`src/rtl/mod_counter_casc_if.sv`:
```
// mod_counter_casc_if: control/data bundle for one counter stage; CMP/MATCH only with MOD_COUNTER_CASC_MATCH_EN.
interface mod_counter_casc_if #(parameter int WIDTH = 4);
    logic             LOAD_N;
    logic             ENP;
    logic             ENT;
    logic             UP;
    logic [WIDTH-1:0] PRE;
    logic [WIDTH-1:0] Q;
    logic             RCO;
    logic             WRAP;
`ifdef MOD_COUNTER_CASC_MATCH_EN
    logic [WIDTH-1:0] CMP;
    logic             MATCH;
    modport master (output LOAD_N, ENP, ENT, UP, PRE, CMP, input Q, RCO, WRAP, MATCH);
    modport slave  (input LOAD_N, ENP, ENT, UP, PRE, CMP, output Q, RCO, WRAP, MATCH);
`else
    modport master (output LOAD_N, ENP, ENT, UP, PRE, input Q, RCO, WRAP);
    modport slave  (input LOAD_N, ENP, ENT, UP, PRE, output Q, RCO, WRAP);
`endif
endinterface

```
`src/rtl/mod_counter_casc.sv`:
```
// mod_counter_casc: presettable modulo-MODULUS up/down counter with ENP/ENT cascade, RCO and WRAP strobe.
// Optional registered compare strobe MATCH enabled by MOD_COUNTER_CASC_MATCH_EN.
module mod_counter_casc #(
    parameter int WIDTH   = 4,
    parameter int MODULUS = 16
) (
    input logic              CLK,
    input logic              CLR,
    mod_counter_casc_if.slave bus
);
    localparam logic [WIDTH-1:0] LAST = WIDTH'(MODULUS - 1);
    logic [WIDTH-1:0] r_q;
    logic [WIDTH-1:0] w_q_nxt;
    logic             r_wrap;
    logic             w_tc;
    logic             w_cnt;
    always_comb begin
        w_tc    = bus.UP ? (r_q == LAST) : (r_q == '0);
        w_cnt   = bus.LOAD_N & bus.ENP & bus.ENT;
        // out-of-range presets saturate so Q never leaves 0..MODULUS-1
        w_q_nxt = !bus.LOAD_N ? ((bus.PRE > LAST) ? LAST : bus.PRE) :
                  !w_cnt      ? r_q :
                  bus.UP      ? (w_tc ? '0 : r_q + 1'b1) :
                                (w_tc ? LAST : r_q - 1'b1);
    end
    always_ff @(posedge CLK or negedge CLR) begin
        if (!CLR) begin
            r_q    <= '0;
            r_wrap <= 1'b0;
        end else begin
            r_q    <= w_q_nxt;
            r_wrap <= w_cnt & w_tc;
        end
    end
    assign bus.Q    = r_q;
    assign bus.RCO  = bus.ENT & w_tc;
    assign bus.WRAP = r_wrap;
`ifdef MOD_COUNTER_CASC_MATCH_EN
    logic r_match;
    always_ff @(posedge CLK or negedge CLR) begin
        if (!CLR) r_match <= 1'b0;
        else      r_match <= (w_q_nxt == bus.CMP);
    end
    assign bus.MATCH = r_match;
`endif
endmodule

```
`src/flat_wrapper.sv`:
```
// flat-port wrapper written by rule: the top's interface ports become plain ports
module mod_counter_casc_flat 
#(
    parameter int WIDTH   = 4,
    parameter int MODULUS = 16
)
  (CLK, CLR, bus_LOAD_N, bus_ENP, bus_ENT, bus_UP, bus_PRE, bus_Q, bus_RCO, bus_WRAP);
  mod_counter_casc_if #(.WIDTH(WIDTH)) bus_i ();
  input logic CLK;
  input logic CLR;
  input wire logic [$bits(bus_i.LOAD_N)-1:0] bus_LOAD_N;
  input wire logic [$bits(bus_i.ENP)-1:0] bus_ENP;
  input wire logic [$bits(bus_i.ENT)-1:0] bus_ENT;
  input wire logic [$bits(bus_i.UP)-1:0] bus_UP;
  input wire logic [$bits(bus_i.PRE)-1:0] bus_PRE;
  output wire logic [$bits(bus_i.Q)-1:0] bus_Q;
  output wire logic [$bits(bus_i.RCO)-1:0] bus_RCO;
  output wire logic [$bits(bus_i.WRAP)-1:0] bus_WRAP;
  assign bus_i.LOAD_N = bus_LOAD_N;
  assign bus_i.ENP = bus_ENP;
  assign bus_i.ENT = bus_ENT;
  assign bus_i.UP = bus_UP;
  assign bus_i.PRE = bus_PRE;
  assign bus_Q = bus_i.Q;
  assign bus_RCO = bus_i.RCO;
  assign bus_WRAP = bus_i.WRAP;
  mod_counter_casc #(.WIDTH(WIDTH), .MODULUS(MODULUS)) u_core (.CLK(CLK), .CLR(CLR), .bus(bus_i));
endmodule
```
`config.mk`:
```
export PLATFORM = sky130hd
export DESIGN_NAME = mod_counter_casc_flat
export DESIGN_NICKNAME = d
export VERILOG_FILES = /design/src/rtl/mod_counter_casc_if.sv /design/src/rtl/mod_counter_casc.sv /design/src/flat_wrapper.sv
export SDC_FILE = /design/constraint.sdc
export NUM_CORES = 1
export LEC_CHECK = 0
export CAP_MARGIN = 20
export CELL_PAD_IN_SITES_DETAIL_PLACEMENT = 0
export CELL_PAD_IN_SITES_GLOBAL_PLACEMENT = 1
export CORE_MARGIN = 2
export CORE_UTILIZATION = 31
export CTS_BUF_LIST = sky130_fd_sc_hd__clkbuf_8
export CTS_CLUSTER_DIAMETER = 40
export CTS_CLUSTER_SIZE = 30
export DETAILED_ROUTE_END_ITERATION = 10
export PLACE_DENSITY = 0.85
export SETUP_SLACK_MARGIN = 0.4
export SLEW_MARGIN = 20
export SYNTH_ARGS = -nofsm -noshare
export SYNTH_HDL_FRONTEND = slang
export SYNTH_SLANG_ARGS = --single-unit
export TNS_END_PERCENT = 20
```
`constraint.sdc`:
```
create_clock -name CLK -period 2.05 [get_ports CLK]
set_clock_uncertainty 0.05 [all_clocks]
set_input_delay 0.615 -clock CLK [delete_from_list [all_inputs] [get_ports CLK]]
set_output_delay 0.615 -clock CLK [all_outputs]
set_load 0.02 [all_outputs]
```
; Yosys cells after proc, flatten, opt, wreduce, memory -nomap -nowiden
; Cells that the tools add are included.
[totals]
out_inout_bits = 6
wordCells = 19
regBits = 5
inputBits = 10
[op_classes]
n_bitwise = 4
n_eq_ne = 2
n_reduce_logical = 1
n_mux = 7
add_sub_neg = 2
magnitude_cmp = 1
[ops]
columns = op, n
row1 = 2-to-1 mux 4 bit, 6
row2 = adder 4 x 1 -> 4 bit (second input constant), 1
row3 = bitwise AND 1 bit, 4
row4 = == test 4 bit (second input constant), 1
row5 = > comparator 4 bit (second input constant), 1
row6 = zero test 4 bit, 1
row7 = subtractor 4 x 1 -> 4 bit (second input constant), 1
row8 = != test 2 x 1 -> 1 bit (second input constant), 1
row9 = 2-to-1 mux 1 bit, 1

; Longest topological paths before layout
; Gate-level depths: netlist of run 1.
[depth]
ltp_word = 6
mapped_depth = 6
ltp_nobuf = 6

; Worst setup path before layout of run 1
; No wires, ideal clock.
[synth_timing]
path_kind = reg-to-output
from = register u_core.r_q[0] (netlist: u_core.bus.Q[0])
to = output port bus_RCO
path_slack_ps = -114
t_required_ps = 1385
path_stages_with_launch = 6
path_buffers = 0
arrival_ps = 1499
cell_sequence = dfrtp_1 inv_1 ha_1 or3b_1 mux2i_1 and2_1
[synth_via]
elab_chain_cells = 3
elab_cells_between_ends = 4
classes_between = eq/ne (1) / mux (1) / bitwise (1) / reduce/logical (1)
[synth_rtl]
columns = element, line
row1 = from (decl), mod_counter_casc.sv:12  ; logic [WIDTH-1:0] r_q;
row2 = from (signal assigned), mod_counter_casc.sv:31  ; r_q <= w_q_nxt;
row3 = == test 4 bit or zero test 4 bit (tied branches), mod_counter_casc.sv:18  ; w_tc = bus.UP ? (r_q == LAST) : (r_q == '0);
row4 = 2-to-1 mux 1 bit (*), mod_counter_casc.sv:18
row5 = bitwise AND 1 bit (*), mod_counter_casc.sv:36  ; assign bus.RCO = bus.ENT & w_tc;
row6 = to (decl), flat_wrapper.sv:17  ; output wire logic [$bits(bus_i.RCO)-1:0] bus_RCO;
; Every way passes the cells marked *; elsewhere a longest branch is shown, timed or not.

; Worst setup path after layout of run 1
; Ends and elaborated chain as after synthesis.

==> summary.txt, run 1 <==
Run status
  • Status: finished, violations left
  • Failing checks: setup timing

Floorplanning
  • Die height: approximately 40 um
  • Die Wd: roughly 40 um
  • Core area: around 0.0013 sq mm
  • Die area: approximately 0.0016 sq mm
  • Row cnt: 13
  • Initial core utilization: 0.324
  • # IOs: 16

Critical path
  • CP peak stage delay: between 300 and 400 ps
  • Setup crit start kind: register
  • CP max FO: 2
  • CP arrival: approximately 1600 ps
  • Worst Path Required: ~1400 ps
  • Setup crit end kind: primary output
  • Register-to-Register Setup Slack: roughly 430 ps
  • Crit path kind: register to primary output
  • CP cell instances: inv_2 -> ha_4 -> or3b_1 -> mux2i_1 -> and2_4 -> buf_6
  • Highest-delay cell along the critical path: dfrtp_2

Placed design
  • PortBufs: 15
  • Routability Congestion: between 0.7 and 0.8
  • Dpl hpwl: ~830 um
  • DP Area: 641 sq um

Synth
  • Synth Area in Compound Gates: 0.222
  • Post-Synth Adder-Cell Area: 0.0617
  • Asr flop ratio synth: 1.00
  • Main combinational cell family by area after synthesis: compound AO/OA/AOI/OAI gates
  • Post-synth top flop: dfrtp_1
  • Post-synthesis mux area share: 0.0494
  • Xor/xnor share of the synthesized area: 0.0432
  • Share of the synthesized area in the top cell type: 0.309
  • Area leader, netlist: dfrtp_1
  • Yosys Warn Count: 0
  • Cell count after synthesis: between 40 and 50
  • Mapped Area: ~400 sq um
  • Mean Syn Cell Area: about 8.4 sq um
  • Sequential area share after synthesis: 0.309
  • Synth area leaders: dfrtp_1, ha_1, mux2i_1, nand2_1, a41oi_2
  • Post-synthesis simple-gate area fraction: 0.216
  • Netlist cell types: 25
  • Number of synthesized flops with an enable pin: 0
  • Synth Net Count: 60
  • FF+latch count, synth: 5

STA
  • Final Slew Violations: 0
  • Max Freq: 434 MHz
  • Normalized max-slew margin: 0.764
  • Slew @ Worst Pin: between 300 and 400 ps
  • Final WS setup: -254 ps
  • Setup Viol. Count Final: 1
  • Setup TNS: -254 ps
  • Fin crit share: 1.12
  • Final Hold Violating Endpoints: 0
  • Post-layout min period: 2300 ps
  • RSZ-0062 raised after global routing: yes
  • Hold slack: 586 ps

Finish
  • Commonest cells after routing, fill and taps aside: buf_4, clkdlybuf4s50_1, nand2_1
  • # fillers: between 100 and 150
  • Post-route cell area: between 700 and 800 sq um
  • Commonest non-fill, non-tap cell in the layout: buf_4
  • Antenna cells: 0
  • Layout Utilization: 0.579
  • Share of layout cells above drive strength 1: 0.442
  • Nets: 90
  • Synthesis-to-finish area growth: 79.0%

Min path
  • Hold WC Path Type: primary input to async pin

Drt
  • DR vias: 455
  • # DRC: 0
  • Antenna Nets Post-Route: 0
  • DRT Pass-1 Iters: 2
  • Vias/cell: ~4.9
  • WL per Instance: 13.3 um
  • Aggregate routed wire length: 1220 um
  • Iter 0 DRT Violations: 8

CTS
  • Clk Tree Root Cell: clkbuf_8
  • Worst-path clk slew: 40 ps
  • H-Tree Level Count: 1
  • Clock Latency Late Sink: about 220 ps
  • Clock Sinks: 5
  • Hold Buf Count CTS: 0
  • CTS Buf Count: 3
  • CTS tree: yes
  • Clock tree buffer depth: 2

Pwr
  • P per Cell Area: 687 mW/mm^2
  • Leak pwr: 0.359 nW
  • Peak supply drop: 0.000329 V

Global routing
  • Top Usage Layer GRT: met2
  • First-pass GRT wire length: around 1900 um
  • Antenna violations before repair: 0
  • GR met2 Demand/Resource: 0.306
  • GR Overflow Total: 0
  • Grt met3 use: 0.0500
  • Number of global-route vias before repair: between 400 and 500
  • Gr usage total: 0.184
  • Largest net degree at the start of global routing: 8
  • GR Util met1: 0.209

Flow run
  • # Max-Cap Violations: 0
-- Yosys cell counts (2+ instances only) --
| library cell | instances |
|---|---|
| nand3_1 | 3 |
| a21oi_1 | 3 |
| nor2_1 | 3 |
| buf_2 | 2 |
| dfrtp_1 | 5 |
| nand2_1 | 5 |
| inv_1 | 4 |
| ha_1 | 2 |
| mux2i_1 | 2 |
| and3_1 | 2 |
| o21ai_0 | 3 |
-- power by group --
group          internal [W]  total [W]  switching, W
registers          0.000111   0.000119    0.00000766
clock network      0.000128   0.000176     0.0000480
logic              0.000103   0.000203     0.0000994
-- per-layer routing --
metal | wire, um | vias up
met5 | 0 | -
met2 | 655 | 5
met1 | 542 | 221
li1 | - | 229
met4 | 0 | 0
met3 | 24 | 0
-- flip-flops by register name, indices dropped and copies added (netlist names) --
signal           count
u_core.bus.Q         4
u_core.bus.WRAP      1
-- worst max-delay path: cells and delay by family (launching register included) --
family                     cells  cell delay [ps]
and+or+nand+nor                2              530
DFF                            1              390
buffers and inverters          2              190
muxes                          1              170
adders and majority gates      1              130
-- final timing paths --
check,startpoint,cells after the start,end
worst max-delay path,u_core.bus.Q[0],6,bus_RCO
worst min-delay path,CLR,1,u_core.bus.Q[3]
worst max register to register,u_core.bus.Q[0],5,u_core.bus.Q[0]
worst min register to register,u_core.bus.Q[0],2,u_core.bus.Q[0]
max in group asynchronous,CLR,1,u_core.bus.Q[0]
min in group CLK,u_core.bus.Q[0],2,u_core.bus.Q[0]
-- repair_timing --
action                     4_1_cts  5_1_grt
pin swaps                        2        4
resized for setup               35        6
buffers inserted                 1        1
setup endpoints to repair       10        5
-- cell type report --
class / count / area (sq um) / share of cell area
clock inverter: 1 / 3.75 / 0.00517
clock buffer: 3 / 41.3 / 0.0569
sequential: 5 / 128 / 0.176
tap: 15 / 18.8 / 0.0259
inverter: 5 / 18.8 / 0.0259
multi-input combinational: 35 / 282 / 0.388
timing repair buffer: 28 / 234 / 0.322
-- cell families after synthesis --
| kind of cell | after synthesis |
|---|---|
| AND/OR/NAND/NOR | 17 |
| AO/OA/AOI/OAI | 12 |
| buffers and inverters | 8 |
| adder cells (fa/ha/maj) | 2 |
| XOR/XNOR | 2 |
| flip-flops | 5 |
| multiplexers | 2 |
-- per-stage QoR --
stage	cells	total power, W	setup WS, ps
after detailed placement	86	0.000301	-940
after global placement	86	0.000302	-955
after floorplan	48	0.000211	-0.179
final	92	0.000498	-254
after CTS	91	0.000491	-245
after global routing	92	0.000532	-314
Note: power is estimated with default switching activity, not from simulation.
==> inputs of run 2 (changes only) <==
--- a/config.mk
+++ b/config.mk
@@ -5,7 +5,6 @@
 export SDC_FILE = /design/constraint.sdc
 export NUM_CORES = 1
 export LEC_CHECK = 0
-export CAP_MARGIN = 20
 export CELL_PAD_IN_SITES_DETAIL_PLACEMENT = 0
 export CELL_PAD_IN_SITES_GLOBAL_PLACEMENT = 1
 export CORE_MARGIN = 2
@@ -14,7 +13,7 @@
 export CTS_CLUSTER_DIAMETER = 40
 export CTS_CLUSTER_SIZE = 30
 export DETAILED_ROUTE_END_ITERATION = 10
-export PLACE_DENSITY = 0.85
+export PLACE_DENSITY_LB_ADDON = 0.08
 export SETUP_SLACK_MARGIN = 0.4
 export SLEW_MARGIN = 20
 export SYNTH_ARGS = -nofsm -noshare
==> summary.txt, run 2 (synthesis gave the netlist of run 1 again) <==
Critical path
  • Crit path buffers/inverters: 2
  • CP max FO: 2
  • CP peak stage delay: about 390 ps
  • Crit path kind: register to primary output
  • Highest-delay cell along the critical path: dfrtp_2
  • CP cell instances: inv_2 -> ha_4 -> or3b_4 -> mux2i_1 -> and2_4 -> buf_6
  • Worst Path Required: about 1400 ps
  • CP arrival: 1630 ps
  • Setup crit start kind: register
  • Setup crit end kind: primary output
  • Family with the most delay on the worst path: simple AND/OR/NAND/NOR gates

Finish
  • Post-Layout Cell Count: a little over 90
  • # fillers: 119
  • Commonest cells after routing, fill and taps aside: buf_4, clkdlybuf4s50_1, nand2_1
  • Commonest non-fill, non-tap cell in the layout: buf_4
  • Share of layout cells above drive strength 1: 0.449
  • Largest register FFs: 4
  • Antenna cells: 0
  • Synthesis-to-finish area growth: 79.6%
  • Nets: between 90 and 100

STA
  • Slew @ Worst Pin: 274 ps
  • Hold slack: approximately 570 ps
  • Final Slew Violations: 0
  • Setup Viol. Count Final: 1
  • Final Hold Violating Endpoints: 0
  • Post-layout min period: between 2000 and 2500 ps
  • RSZ-0062 raised after global routing: yes
  • Normalized max-slew margin: 0.815
  • Fin crit share: 1.12
  • Max Freq: about 440 MHz
  • Final WS setup: -244 ps

Placed design
  • PortBufs: 15
  • Dpl ws: -922 ps
  • Cell Count Post-Placement: 85
  • Dpl hpwl: between 800 and 900 um
  • Routability Congestion: 0.876

Global routing
  • Antenna violations before repair: 0
  • GR Overflow Total: 0
  • Number of global-route vias before repair: around 430
  • First-pass GRT wire length: between 1500 and 2000 um
  • Gr usage total: 0.181
  • Largest net degree at the start of global routing: 8

CTS
  • CTS Buf Count: 3
  • Worst-path clk slew: roughly 30 ps
  • Clk Tree Root Cell: clkbuf_8
  • CTS tree: yes
  • Clock Sinks: 5
  • Clock tree buffer depth: 2
  • H-Tree Level Count: 1
  • Clock Latency Late Sink: 220 ps

Floorplanning
  • Die Wd: around 40 um
  • Die area: about 0.0016 sq mm
  • Row cnt: 13
  • # IOs: 16
  • Die height: 40.2 um
  • Initial core utilization: 0.324
  • Core area: roughly 0.0013 sq mm

Min path
  • Hold WC Path Type: primary input to async pin

Drt
  • Iter 0 DRT Violations: 12
  • Aggregate routed wire length: about 1300 um
  • Vias/cell: ~5
  • DR vias: 467
  • WL per Instance: ~14 um
  • Antenna Nets Post-Route: 0
  • # DRC: 0
  • DRT Pass-1 Iters: 4

Pwr
  • Leak pwr: 0.364 nW
  • Pwr Total: 0.000505 W
  • P per Cell Area: around 700 mW/mm^2
  • Peak supply drop: about 0.00029 V

Run status
  • Failing checks: setup timing
  • Status: finished, violations left

Flow run
  • # Max-Cap Violations: 0
==> run 2: cell types whose count changed in the layout (fill, tap and decap cells not counted) <==
cell / change
clkdlybuf4s15_1: +1
ha_2: +1
ha_4: -1
o21ai_1: -1
o21ai_2: +1
or3b_1: -1
or3b_4: +1
or4_1: +1
or4_4: -1
==> run 2: repair_timing <==
action,4_1_cts,5_1_grt
setup endpoints to repair,10,4
gates resized for setup,31,7
pin swaps,3,6
cloned,0,0
buffers inserted,2,2
hold buffers,0,0
==> run 2: area by class of cell <==
cell class / count / area (sq um) / area share
Clock buffer: 3 / 41.3 / 0.0567
Clock inverter: 1 / 3.75 / 0.00515
Inverter: 5 / 18.8 / 0.0258
Multi-Input combinational cell: 35 / 274 / 0.376
Sequential cell: 5 / 128 / 0.175
Tap cell: 15 / 18.8 / 0.0258
Timing Repair Buffer: 29 / 244 / 0.335
==> run 2: layer usage <==
| layer | routed length, um | vias up | GRT usage | share of wire |
|---|---|---|---|---|
| met1 | 570 | 219 | 0.243 | 0.45 |
| met5 | 0 | - | 0 | 0 |
| met3 | 45 | 2 | 0.00556 | 0.036 |
| met2 | 632 | 12 | 0.274 | 0.50 |
| li1 | - | 234 | - | - |
| met4 | 17 | 0 | 0.129 | 0.013 |
==> run 2: worst paths after layout <==
| path | to | start | slack [ps] | cells past startpoint |
|---|---|---|---|---|
| min in group CLK | u_core.bus.Q[0] | u_core.bus.Q[0] | 660 | 2 |
| max in group asynchronous | u_core.bus.Q[0] | CLR | 1160 | 1 |
| worst min register to register | u_core.bus.Q[0] | u_core.bus.Q[0] | 660 | 2 |
| worst min-delay path | u_core.bus.WRAP | CLR | 570 | 1 |
| worst max-delay path | bus_RCO | u_core.bus.Q[0] | -240 | 6 |
| worst max register to register | u_core.bus.WRAP | u_core.bus.Q[0] | 470 | 6 |
==> run 2: where the power goes <==
part / internal, W / switching [W] / total, W
Combinational: 0.000107 / 0.000101 / 0.000208
Clock: 0.000128 / 0.0000488 / 0.000177
Sequential: 0.000111 / 0.00000839 / 0.000120
==> run 2: through the flow <==
step                      cell area (sq um)  TNS [ps]   util
after detailed placement                633      -922  0.505
after floorplan                         410    -0.179      -
final                                   728      -244  0.581
after global routing                    728      -300  0.581
after CTS                               692      -244  0.552
after global placement                  633      -924  0.505
